==> src/rtl/quad_enc_pkg.sv <==
// quad_enc_pkg: shared types, detent code and parameter defaults for the encoder front end
package quad_enc_pkg;
  typedef enum logic [2:0] {IDLE, CW1, CW2, CW3, CCW1, CCW2, CCW3} state_t;
  localparam logic [1:0] DETENT_AB = 2'b11;
  localparam int WIDTH_DEF = 7;
  localparam int MAX_VALUE_DEF = 99;
  localparam int RESET_VALUE_DEF = 0;
  localparam int SYNC_STAGES_DEF = 2;
  localparam int DEBOUNCE_CYCLES_DEF = 16;
endpackage

==> src/rtl/enc_debounce.sv <==
// enc_debounce: synchroniser plus stable-count debouncer for one encoder phase
module enc_debounce #(
  parameter int SYNC_STAGES = 2,
  parameter int DEBOUNCE_CYCLES = 16,
  parameter logic INIT = 1'b1
) (
  input  logic clk,
  input  logic rst_n,
  input  logic ena,
  input  logic d,
  output logic q
);
  localparam int CW = DEBOUNCE_CYCLES > 1 ? $clog2(DEBOUNCE_CYCLES) : 1;
  logic [SYNC_STAGES-1:0] sync;
  logic [CW-1:0] cnt;
  logic s;
  assign s = sync[SYNC_STAGES-1];
  always_ff @(posedge clk or negedge rst_n)
    if (!rst_n) sync <= {SYNC_STAGES{INIT}};
    else sync <= {sync[SYNC_STAGES-2:0], d};
  always_ff @(posedge clk or negedge rst_n)
    if (!rst_n) begin
      q   <= INIT;
      cnt <= '0;
    end else if (ena) begin
      if (s == q) cnt <= '0;
      else if (cnt == CW'(DEBOUNCE_CYCLES - 1)) begin
        q   <= s;
        cnt <= '0;
      end else cnt <= cnt + 1'b1;
    end
endmodule

==> src/rtl/quad_enc_counter.sv <==
// quad_enc_counter: debounced quadrature decoder driving a saturating set-point register
module quad_enc_counter
  import quad_enc_pkg::*;
#(
  parameter int WIDTH = WIDTH_DEF,
  parameter int MAX_VALUE = MAX_VALUE_DEF,
  parameter int RESET_VALUE = RESET_VALUE_DEF,
  parameter int SYNC_STAGES = SYNC_STAGES_DEF,
  parameter int DEBOUNCE_CYCLES = DEBOUNCE_CYCLES_DEF
) (
  input  logic             clk,
  input  logic             rst_n,
  input  logic             ena,
  input  logic             enc_a,
  input  logic             enc_b,
  input  logic             dec,
  input  logic             load,
  input  logic [WIDTH-1:0] load_value,
  output logic [WIDTH-1:0] value,
  output logic             step_up,
  output logic             step_dn,
  output logic             zero
);
  logic [1:0] ab;
  state_t state, state_n;
  logic up_c, dn_c;
  logic [WIDTH+1:0] sum;
  logic [WIDTH-1:0] value_n;
  enc_debounce #(.SYNC_STAGES(SYNC_STAGES), .DEBOUNCE_CYCLES(DEBOUNCE_CYCLES), .INIT(DETENT_AB[1])) u_a (
    .clk(clk), .rst_n(rst_n), .ena(ena), .d(enc_a), .q(ab[1])
  );
  enc_debounce #(.SYNC_STAGES(SYNC_STAGES), .DEBOUNCE_CYCLES(DEBOUNCE_CYCLES), .INIT(DETENT_AB[0])) u_b (
    .clk(clk), .rst_n(rst_n), .ena(ena), .d(enc_b), .q(ab[0])
  );
  always_comb begin
    state_n = state;
    up_c = 1'b0;
    dn_c = 1'b0;
    case (state)
      IDLE: state_n = ab == 2'b01 ? CW1 : ab == 2'b10 ? CCW1 : IDLE;
      CW1:  state_n = ab == 2'b00 ? CW2 : ab == DETENT_AB ? IDLE : CW1;
      CW2:  state_n = ab == 2'b10 ? CW3 : ab == 2'b01 ? CW1 : CW2;
      CW3: begin
        state_n = ab == DETENT_AB ? IDLE : ab == 2'b00 ? CW2 : CW3;
        up_c = ab == DETENT_AB;
      end
      CCW1: state_n = ab == 2'b00 ? CCW2 : ab == DETENT_AB ? IDLE : CCW1;
      CCW2: state_n = ab == 2'b01 ? CCW3 : ab == 2'b10 ? CCW1 : CCW2;
      CCW3: begin
        state_n = ab == DETENT_AB ? IDLE : ab == 2'b00 ? CCW2 : CCW3;
        dn_c = ab == DETENT_AB;
      end
      default: state_n = IDLE;
    endcase
  end
  assign sum = {2'b00, value} + (WIDTH+2)'(up_c) - (WIDTH+2)'(dn_c) - (WIDTH+2)'(dec);
  always_comb
    value_n = load ? (load_value > WIDTH'(MAX_VALUE) ? WIDTH'(MAX_VALUE) : load_value)
            : sum[WIDTH+1] ? '0
            : sum > (WIDTH+2)'(MAX_VALUE) ? WIDTH'(MAX_VALUE) : sum[WIDTH-1:0];
  always_ff @(posedge clk or negedge rst_n)
    if (!rst_n) begin
      state   <= IDLE;
      value   <= WIDTH'(RESET_VALUE);
      zero    <= RESET_VALUE == 0;
      step_up <= 1'b0;
      step_dn <= 1'b0;
    end else if (ena) begin
      state   <= state_n;
      value   <= value_n;
      zero    <= value_n == '0;
      step_up <= up_c;
      step_dn <= dn_c;
    end else begin
      step_up <= 1'b0;
      step_dn <= 1'b0;
    end
endmodule

==> config.mk <==
export PLATFORM = sky130hd
export DESIGN_NAME = quad_enc_counter
export DESIGN_NICKNAME = d
export VERILOG_FILES = /design/src/rtl/quad_enc_pkg.sv /design/src/rtl/enc_debounce.sv /design/src/rtl/quad_enc_counter.sv
export SDC_FILE = /design/constraint.sdc
export NUM_CORES = 1
export LEC_CHECK = 0
export CAP_MARGIN = 20
export CORE_MARGIN = 2
export CORE_UTILIZATION = 50
export DETAILED_ROUTE_END_ITERATION = 10
export HOLD_SLACK_MARGIN = 0.02
export MAX_ROUTING_LAYER = met4
export PLACE_DENSITY = 0.73
export SYNTH_ARGS = -nofsm -noshare
export SYNTH_HDL_FRONTEND = slang
export SYNTH_SLANG_ARGS = --single-unit
==> constraint.sdc <==
create_clock -name clk -period 4.1 [get_ports clk]
set_input_delay 0.82 -clock clk [delete_from_list [all_inputs] [get_ports clk]]
set_output_delay 0.82 -clock clk [all_outputs]
set_load 0.02 [all_outputs]
After elaboration in Yosys (flattened, before gate mapping) --
Cells that the tools add are included.
Word-level totals: register bits 27, bits of input ports 14, word-level logic and storage cells 65
Operators by class: add/sub/neg operators 5, magnitude comparators 2, equal/unequal tests 13, muxes and demuxes 27, bitwise gates (word level) 2, reduce and logical (&&, ||, !) cells 5
Operators by type and width (count):
- $mux 7 | 4
- $pmux 3 s7 | 1
- $mux 4 | 4
- $mux 3 | 5
- $mux 2 | 6
- $eq 3x3->1 const B | 3
- $gt 9x7->1 const B | 1
- $sub 8x1->9 | 1
- $sub 9x1->9 | 1
- $add 4x1->4 const B | 2
- $add 7x1->8 | 1
- $eq 4x4->1 const B | 2
- $gt 7x7->1 const B | 1
- $logic_not 7->1 | 1
- $mux 1 | 7
- $eq 3x2->1 const B | 2
- $reduce_and 3->1 | 2
- $eq 2x2->1 const B | 2
- $eq 3x1->1 const B | 1
- $logic_not 3->1 | 1
- $eq 1x1->1 | 2
- $eq 2x1->1 const B | 1
- $logic_not 2->1 | 1
- $not 1->1 | 2

Logic depth before layout (Yosys ltp) --
Gate-level depths: netlist of run 1.
word-level depth 10, mapped depth 15

Hierarchy --
A second synthesis of run 1 with hierarchy kept.
Unflattened totals: cell total of the unflattened synthesis 215, area total of the unflattened synthesis 1963.1 um2
Modules (own cells, without submodules):
- quad_enc_counter | times used 1, cells an instance 163, area each 1332.5 um2, sequential area each 326.6 um2
- enc_debounce | times used 2, cells an instance 26, area each 315.3 um2, sequential area each 178.9 um2

Worst setup path before layout of run 1 --
No wires, ideal clock.
kind in2reg, start input dec, end register value[4], setup time 82 ps, arrival time 3442 ps, slack 576 ps, stages on the path 11, path through inv_1 > fa_1 > ha_1 > ha_1 > fa_1 > a21o_4 > a21oi_4 > o311a_2 > nand2_2 > or4_1 > a31oi_1
On the way: cells in the longest elaborated chain, start to end 5
Ends and longest elaborated chain:
- start, declared | line quad_enc_counter.sv:16 | input logic dec,
- $sub 9x1->9 (*) | line quad_enc_counter.sv:56 | assign sum = {2'b00, value} + (WIDTH+2)'(up_c) - (WIDTH+2)'(dn_c) - (WIDTH+2)'(dec);
- $gt 9x7->1 | line quad_enc_counter.sv:60 | : sum > (WIDTH+2)'(MAX_VALUE) ? WIDTH'(MAX_VALUE) : sum[WIDTH-1:0];
- $mux 7 | line quad_enc_counter.sv:60
- $mux 7 (*) | line quad_enc_counter.sv:59 | : sum[WIDTH+1] ? '0
- $mux 7 (*) | line quad_enc_counter.sv:58 | value_n = load ? (load_value > WIDTH'(MAX_VALUE) ? WIDTH'(MAX_VALUE) : load_value)
- end signal, assigned | line quad_enc_counter.sv:64 | value <= WIDTH'(RESET_VALUE);
- end signal, assigned | line quad_enc_counter.sv:70 | value <= value_n;
- end, declared | line quad_enc_counter.sv:19 | output logic [WIDTH-1:0] value,
Every way passes the cells marked *; elsewhere a longest branch is shown, timed or not. A chain may end at the register's enable or synchronous reset.

Worst setup path in the final report of run 1 --
start input dec, end register value[1]
The elaborated chain is that of the path after synthesis.

==> results of run 1 <==
layout by cell type (no fill, tap or decap), drive strengths merged, types with 6 or more instances in the layout:
cell,count
dfrtp,20
inv,23
a21oi,6
o21ai,14
ha,17
nor2,15
nor3,9
nand3,9
nand2,21
mux2i,6
dfstp,7
buf,6
clkdlybuf4s50,23
per-stage QoR:
step | hold slack [ns] | utilization | setup WS, ns
2_1_floorplan | 0.345 | - | 0.576
3_3_place_gp | 0.346 | 0.582 | 0.0204
3_5_place_dp | 0.349 | 0.582 | -0.104
4_1_cts | 0.364 | 0.594 | 0.194
5_1_grt | 0.374 | 0.602 | 0.0264
6_report | 0.363 | 0.602 | 0.214
routing by layer:
layer / share of wire / vias up
li1: - / 882
met1: 0.49 / 817
met2: 0.45 / 55
met3: 0.050 / 4
met4: 0.0073 / 0
met5: 0 / -
state kept, by name, summed over array words and instances (netlist names), 2 cells and up:
| name | flops |
|---|---|
| u_b.sync | 2 |
| value | 7 |
| u_b.cnt | 4 |
| u_a.sync | 2 |
| u_a.cnt | 4 |
| state | 3 |
worst paths after layout:
check	endpoint	cells past startpoint
setup reg to reg	value[1]	12
setup / recovery	value[1]	12
hold reg to reg	u_b.sync[1]	0
max in group asynchronous	u_a.sync[1]	3
min in group asynchronous	state[2]	1
hold / removal	u_b.sync[1]	0
worst register-to-register path: cells and delay by family (launching register included):
kind	cells	cell delay (ns)
multiplexers	2	0.39
AO/OA/AOI/OAI	4	1.11
AND/OR/NAND/NOR	1	0.13
flip-flops	1	0.59
adder cells (fa/ha/maj)	5	1.52
where the power goes:
part           internal [mW]  leakage, nW  total (mW)  switching [mW]
clock network         0.0714       0.0261       0.158          0.0871
logic                  0.367        0.721       0.827           0.460
registers              0.317        0.325       0.381          0.0642
cell type report:
| cell class | instances | area (µm²) |
|---|---|---|
| clock buffers | 3 | 41.3 |
| clock inverters | 1 | 8.76 |
| fillers | 358 | 1610 |
| inverters | 22 | 82.6 |
| multi-input cells | 172 | 1250 |
| flip-flops and latches | 27 | 684 |
| well taps | 50 | 62.6 |
| repair buffers | 29 | 295 |
logic make-up after synthesis:
logic type | share of synthesized area
and+or+nand+nor | 0.185
AOI/OAI and AO/OA | 0.222
DFF | 0.325
buffers and inverters | 0.0826
muxes | 0.0446
xor gates and xnor gates | 0.0208
adders and majority gates | 0.120
==> impl_metrics.tcl, run 1 <==
set metrics [dict create \
    status "complete, no violations" \
    p_leak_nw 1.07 \
    tns_ns 0 \
    cp_slowest_stage_delay_ns 0.46 \
    use_met1 0.301 \
    clkSlewWorstSetupHoldPaths_ns 0.10 \
    path_cells "clkdlybuf4s50_1, inv_1, fa_1, ha_1, ha_1, fa_1, a21o_4, a2111oi_0, mux2i_1, a21o_1, a31oi_1, mux2_2" \
    place.gp.congestion 0.838 \
    fin_crit_ns 3.89 \
    grt_pass1_vias 1552 \
    antenna_found_initial 0 \
    min_period_over_period 0.948 \
    total_power_mw 1.37 \
    cts_root_buffer "clkbuf_8" \
    area_growth_pct 15.1 \
    startpoint_type "primary input" \
    startpoint "dec" \
    drive_gt1_frac 0.126 \
    ys_warn_count 0 \
    synth_top_area_share 0.238 \
    route.detailed.drc 0 \
    synth_edf_count 0 \
    cts_resized 0 \
    drt_first_pass_iters 4 \
    clock-sinks 27 \
    setup-violations-final 0 \
    yosysUniqueCellTypes 59 \
    clk_latency_ns 0.28 \
    rows 23 \
    maxSlewViolCount 0 \
    placed_cell_area_mm2 0.00234 \
    synth_top_area_cell "dfrtp_1" \
    synth_area_leaders "dfrtp_1, ha_1, dfstp_2" \
    relSlewSlack 0.672 \
    placedCellCount 299 \
    drv_cap 0 \
    num_vias 1758 \
    synth_top_flop_cell "dfrtp_1" \
    finalNonFillerCells 304 \
    final_hold_viol_count 0 \
    ys_seq_area_frac 0.325 \
    tightest_slew_ns 0.491 \
    synth_most_common_cell "inv_1" \
    synth_nets 265 \
    avgViaCountPerCell 5.78 \
    arrival_ns 4.11 \
    grt_use_met2 0.311 \
    pin_count 24 \
    endpoint_kind "register" \
    wl_um 4390 \
    final_area_mm2 0.00242 \
    grt_max_degree 25 \
    syn_avg_cell_area_um2 9.08 \
    min-delay-start "u_b.sync[0]" \
    drtIter0Drc 171 \
    final_nets 288 \
    die_w_um 68.9 \
    die_y_um 68.9 \
    grt-ovfl-total 0 \
    dp_hpwl_um 3240 \
    core_mm2 0.00403 \
    min_path_type "register to register" \
    cts_hold_buffers 0 \
    grtUsageMet3 0.0373 \
    finClkSkew_ns 0.00528 \
    rr_startpoint "u_a.q" \
    antennaDiodeCount 0 \
    clk_path_buf_depth 2 \
    worstSetupPathType "primary input to register" \
    synth_commonest_cells "inv_1, dfrtp_1, nand2_1" \
    initial_core_util 0.523 \
    rsz0062_at_grt "no" \
    cp_max_fo 4 \
    max-vdd-ir-drop_mv 0.305 \
    grt_util_all_layers 0.210 \
    post_cts_buffers 0 \
    portBuffers 23 \
    cp_slowest_cell "fa_1" \
    cts_buffers 3 \
    h-tree-depth 1 \
    drtAntennaViolNets 0 \
    synth.cell_area_mm2 0.00211 \
    grt_pass1_wl_um 7310 \
    netlist_instances 232 \
    die_area_mm2 0.00475 \
    reg2reg_setup_slack_ns 0.30 \
    path_delay_family "adder cells" \
    post_drt_wl_per_cell_um 14.4 \
    required_ns 4.32 \
    path_buf_inv 2 \
    cts_tree "built" \
    ys_ff_latch 27 \
    fmax_ghz 0.257 \
    async_flop_share 1.00 \
    grt-busiest-layer "met2" \
    powerDensity_mw_per_mm2 564 \
]
(Power assumes the default switching activity.)
==> run 2: changes to the inputs <==
Settings changed: HOLD_SLACK_MARGIN 0.02 to default.
==> results of run 2 <==
No change in the layout: final DEF, timing and power equal those of run 1.
==> run 3: changes to the inputs <==
Clock period 4.1 ns to 4.4 ns, I/O delays scaled along.
==> run 3 against run 2 <==
  * Sequential power shrank 7.1%
  * Hold slack is essentially flat
  * Critical path type unchanged
  * Clock-buffer cell count is the same
  * Clock skew shrank 0.00057 ns
  * Largest cell class unchanged
  * Core utilization shrank 1.1 points
  * Combinational power shrank 10%
==> impl_metrics.tcl, run 3 (synthesized netlist as in run 1, its figures left out) <==
set metrics [dict create \
    post_drt_wl_per_cell_um 14.0 \
    clkSlewWorstSetupHoldPaths_ns 0.10 \
    placed_cell_area_mm2 0.00233 \
    cts_hold_buffers 0 \
    whs_ns 0.363 \
    top_register "value" \
    endpoint_kind "register" \
    rows 23 \
    route.detailed.drc 0 \
    clk_path_buf_depth 2 \
    place_ws_ns 0.204 \
    drv_cap 0 \
    final_area_mm2 0.00238 \
    max-vdd-ir-drop_mv 0.249 \
    core_mm2 0.00403 \
    rsz0062_at_grt "no" \
    reg2regPathDepth 12 \
    clock-sinks 27 \
    h-tree-depth 1 \
    worstSetupPathType "primary input to register" \
    mostFrequentLayoutCells "clkdlybuf4s50_1, inv_1, nand2_1, dfrtp_1, ha_1" \
    fin_crit_ns 3.92 \
    cp_max_fo 4 \
    tns_ns 0 \
    finalNonFillerCells 301 \
    final_nets 285 \
    required_ns 4.62 \
    antennaDiodeCount 0 \
    cts_buffers 3 \
    die_area_mm2 0.00475 \
    cts_tree "built" \
    drtIter0Drc 143 \
    path_cells "clkdlybuf4s50_1, inv_1, fa_1, ha_1, ha_1, fa_1, a21o_4, a2111oi_0, mux2i_1, a21o_1, a31oi_1, mux2_2" \
    min_path_type "register to register" \
    final_hold_viol_count 0 \
    die_w_um 68.9 \
    drt_first_pass_iters 6 \
    arrival_ns 4.14 \
    setup-violations-final 0 \
    grt_pass1_wl_um 6930 \
    fmax_ghz 0.255 \
    grt_max_degree 24 \
    die_y_um 68.9 \
    n_fill_cell 367 \
    cts_root_buffer "clkbuf_8" \
    status "complete, no violations" \
    path_delay_family "adder cells" \
    final_common_cell "clkdlybuf4s50_1" \
    powerDensity_mw_per_mm2 523 \
    post_cts_buffers 0 \
    finClkSkew_ns 0.00472 \
    maxSlewViolCount 0 \
    worst-path-stages 12 \
    largest_reg_flops 7 \
    hold_depth 0 \
    cts_resized 0 \
    tightest_slew_ns 0.850 \
    grt_util_all_layers 0.201 \
    top_regs "value (7), u_a.cnt (4), u_b.cnt (4)" \
    min_period_over_period 0.890 \
    wl_um 4220 \
    avgViaCountPerCell 5.64 \
    timing.final.ws_setup_ns 0.483 \
    pin_count 24 \
    grt-ovfl-total 0 \
    antenna_found_initial 0 \
    portBuffers 23 \
    clk_latency_ns 0.27 \
    relSlewSlack 0.432 \
    place.gp.congestion 0.810 \
    area_growth_pct 13.0 \
    path_buf_inv 2 \
    grt_pass1_vias 1503 \
    dp_hpwl_um 3190 \
    cp_slowest_stage_delay_ns 0.46 \
    drive_gt1_frac 0.116 \
    drtAntennaViolNets 0 \
    placedCellCount 297 \
    initial_core_util 0.523 \
    p_leak_nw 1.05 \
    cp_slowest_cell "fa_1" \
    num_vias 1699 \
    startpoint_type "primary input" \
]
run 3: cell types whose count changed in the layout (fill, tap and decap cells not counted), sizes merged:
cell	previous run	this run
buf	6	3
clkinvlp	0	1
inv	23	22
run 3: per-stage QoR:
step / total power, mW / utilization
2_1_floorplan: 0.964 / -
5_1_grt: 1.35 / 0.590
3_5_place_dp: 1.09 / 0.578
4_1_cts: 1.25 / 0.590
3_3_place_gp: 1.09 / 0.578
6_report: 1.24 / 0.590
run 3: final cells by class:
type                            instances  area, µm²  area share
Multi-Input combinational cell        172       1250       0.524
Sequential cell                        27        684       0.288
Timing Repair Buffer                   26        253       0.106
Inverter                               22       82.6      0.0347
Tap cell                               50       62.6      0.0263
Clock buffer                            3       41.3      0.0174
Clock inverter                          1       7.51     0.00316
run 3: worst reg2reg max path: stages, from the launching register on:
cell and delay [ns]:
dfstp_2 0.60, ha_1 0.23, nand3_1 0.13, fa_1 0.46, ha_1 0.20, ha_1 0.22, fa_1 0.44, a21o_4 0.25
a2111oi_0 0.41, mux2i_1 0.18, a21o_1 0.20, a31oi_1 0.22, mux2_2 0.18
run 3: power breakdown:
group          total, mW  leakage [nW]  internal, mW  switching, mW
Combinational      0.744         0.698         0.327          0.417
Sequential         0.354         0.325         0.295         0.0584
Clock              0.147        0.0217        0.0643         0.0822
Total               1.24          1.05         0.687          0.557
run 3: path summary, 6_finish.rpt:
check                              endpoint         from  slack [ns]
worst min register to register  u_a.sync[1]  u_a.sync[0]        0.36
min in group asynchronous          state[0]        rst_n        1.08
worst max-delay path               value[1]          dec        0.48
worst max register to register     value[1]        u_a.q        0.63
max in group asynchronous              zero        rst_n        2.63
worst min-delay path            u_a.sync[1]  u_a.sync[0]        0.36
run 3: layer usage:
layer / global-route usage / share of wire / vias up
met5: - / 0 / -
met4: 0.0441 / 0.0064 / 0
met3: 0.0292 / 0.037 / 2
met2: 0.310 / 0.44 / 41
met1: 0.280 / 0.51 / 781
li1: - / - / 875
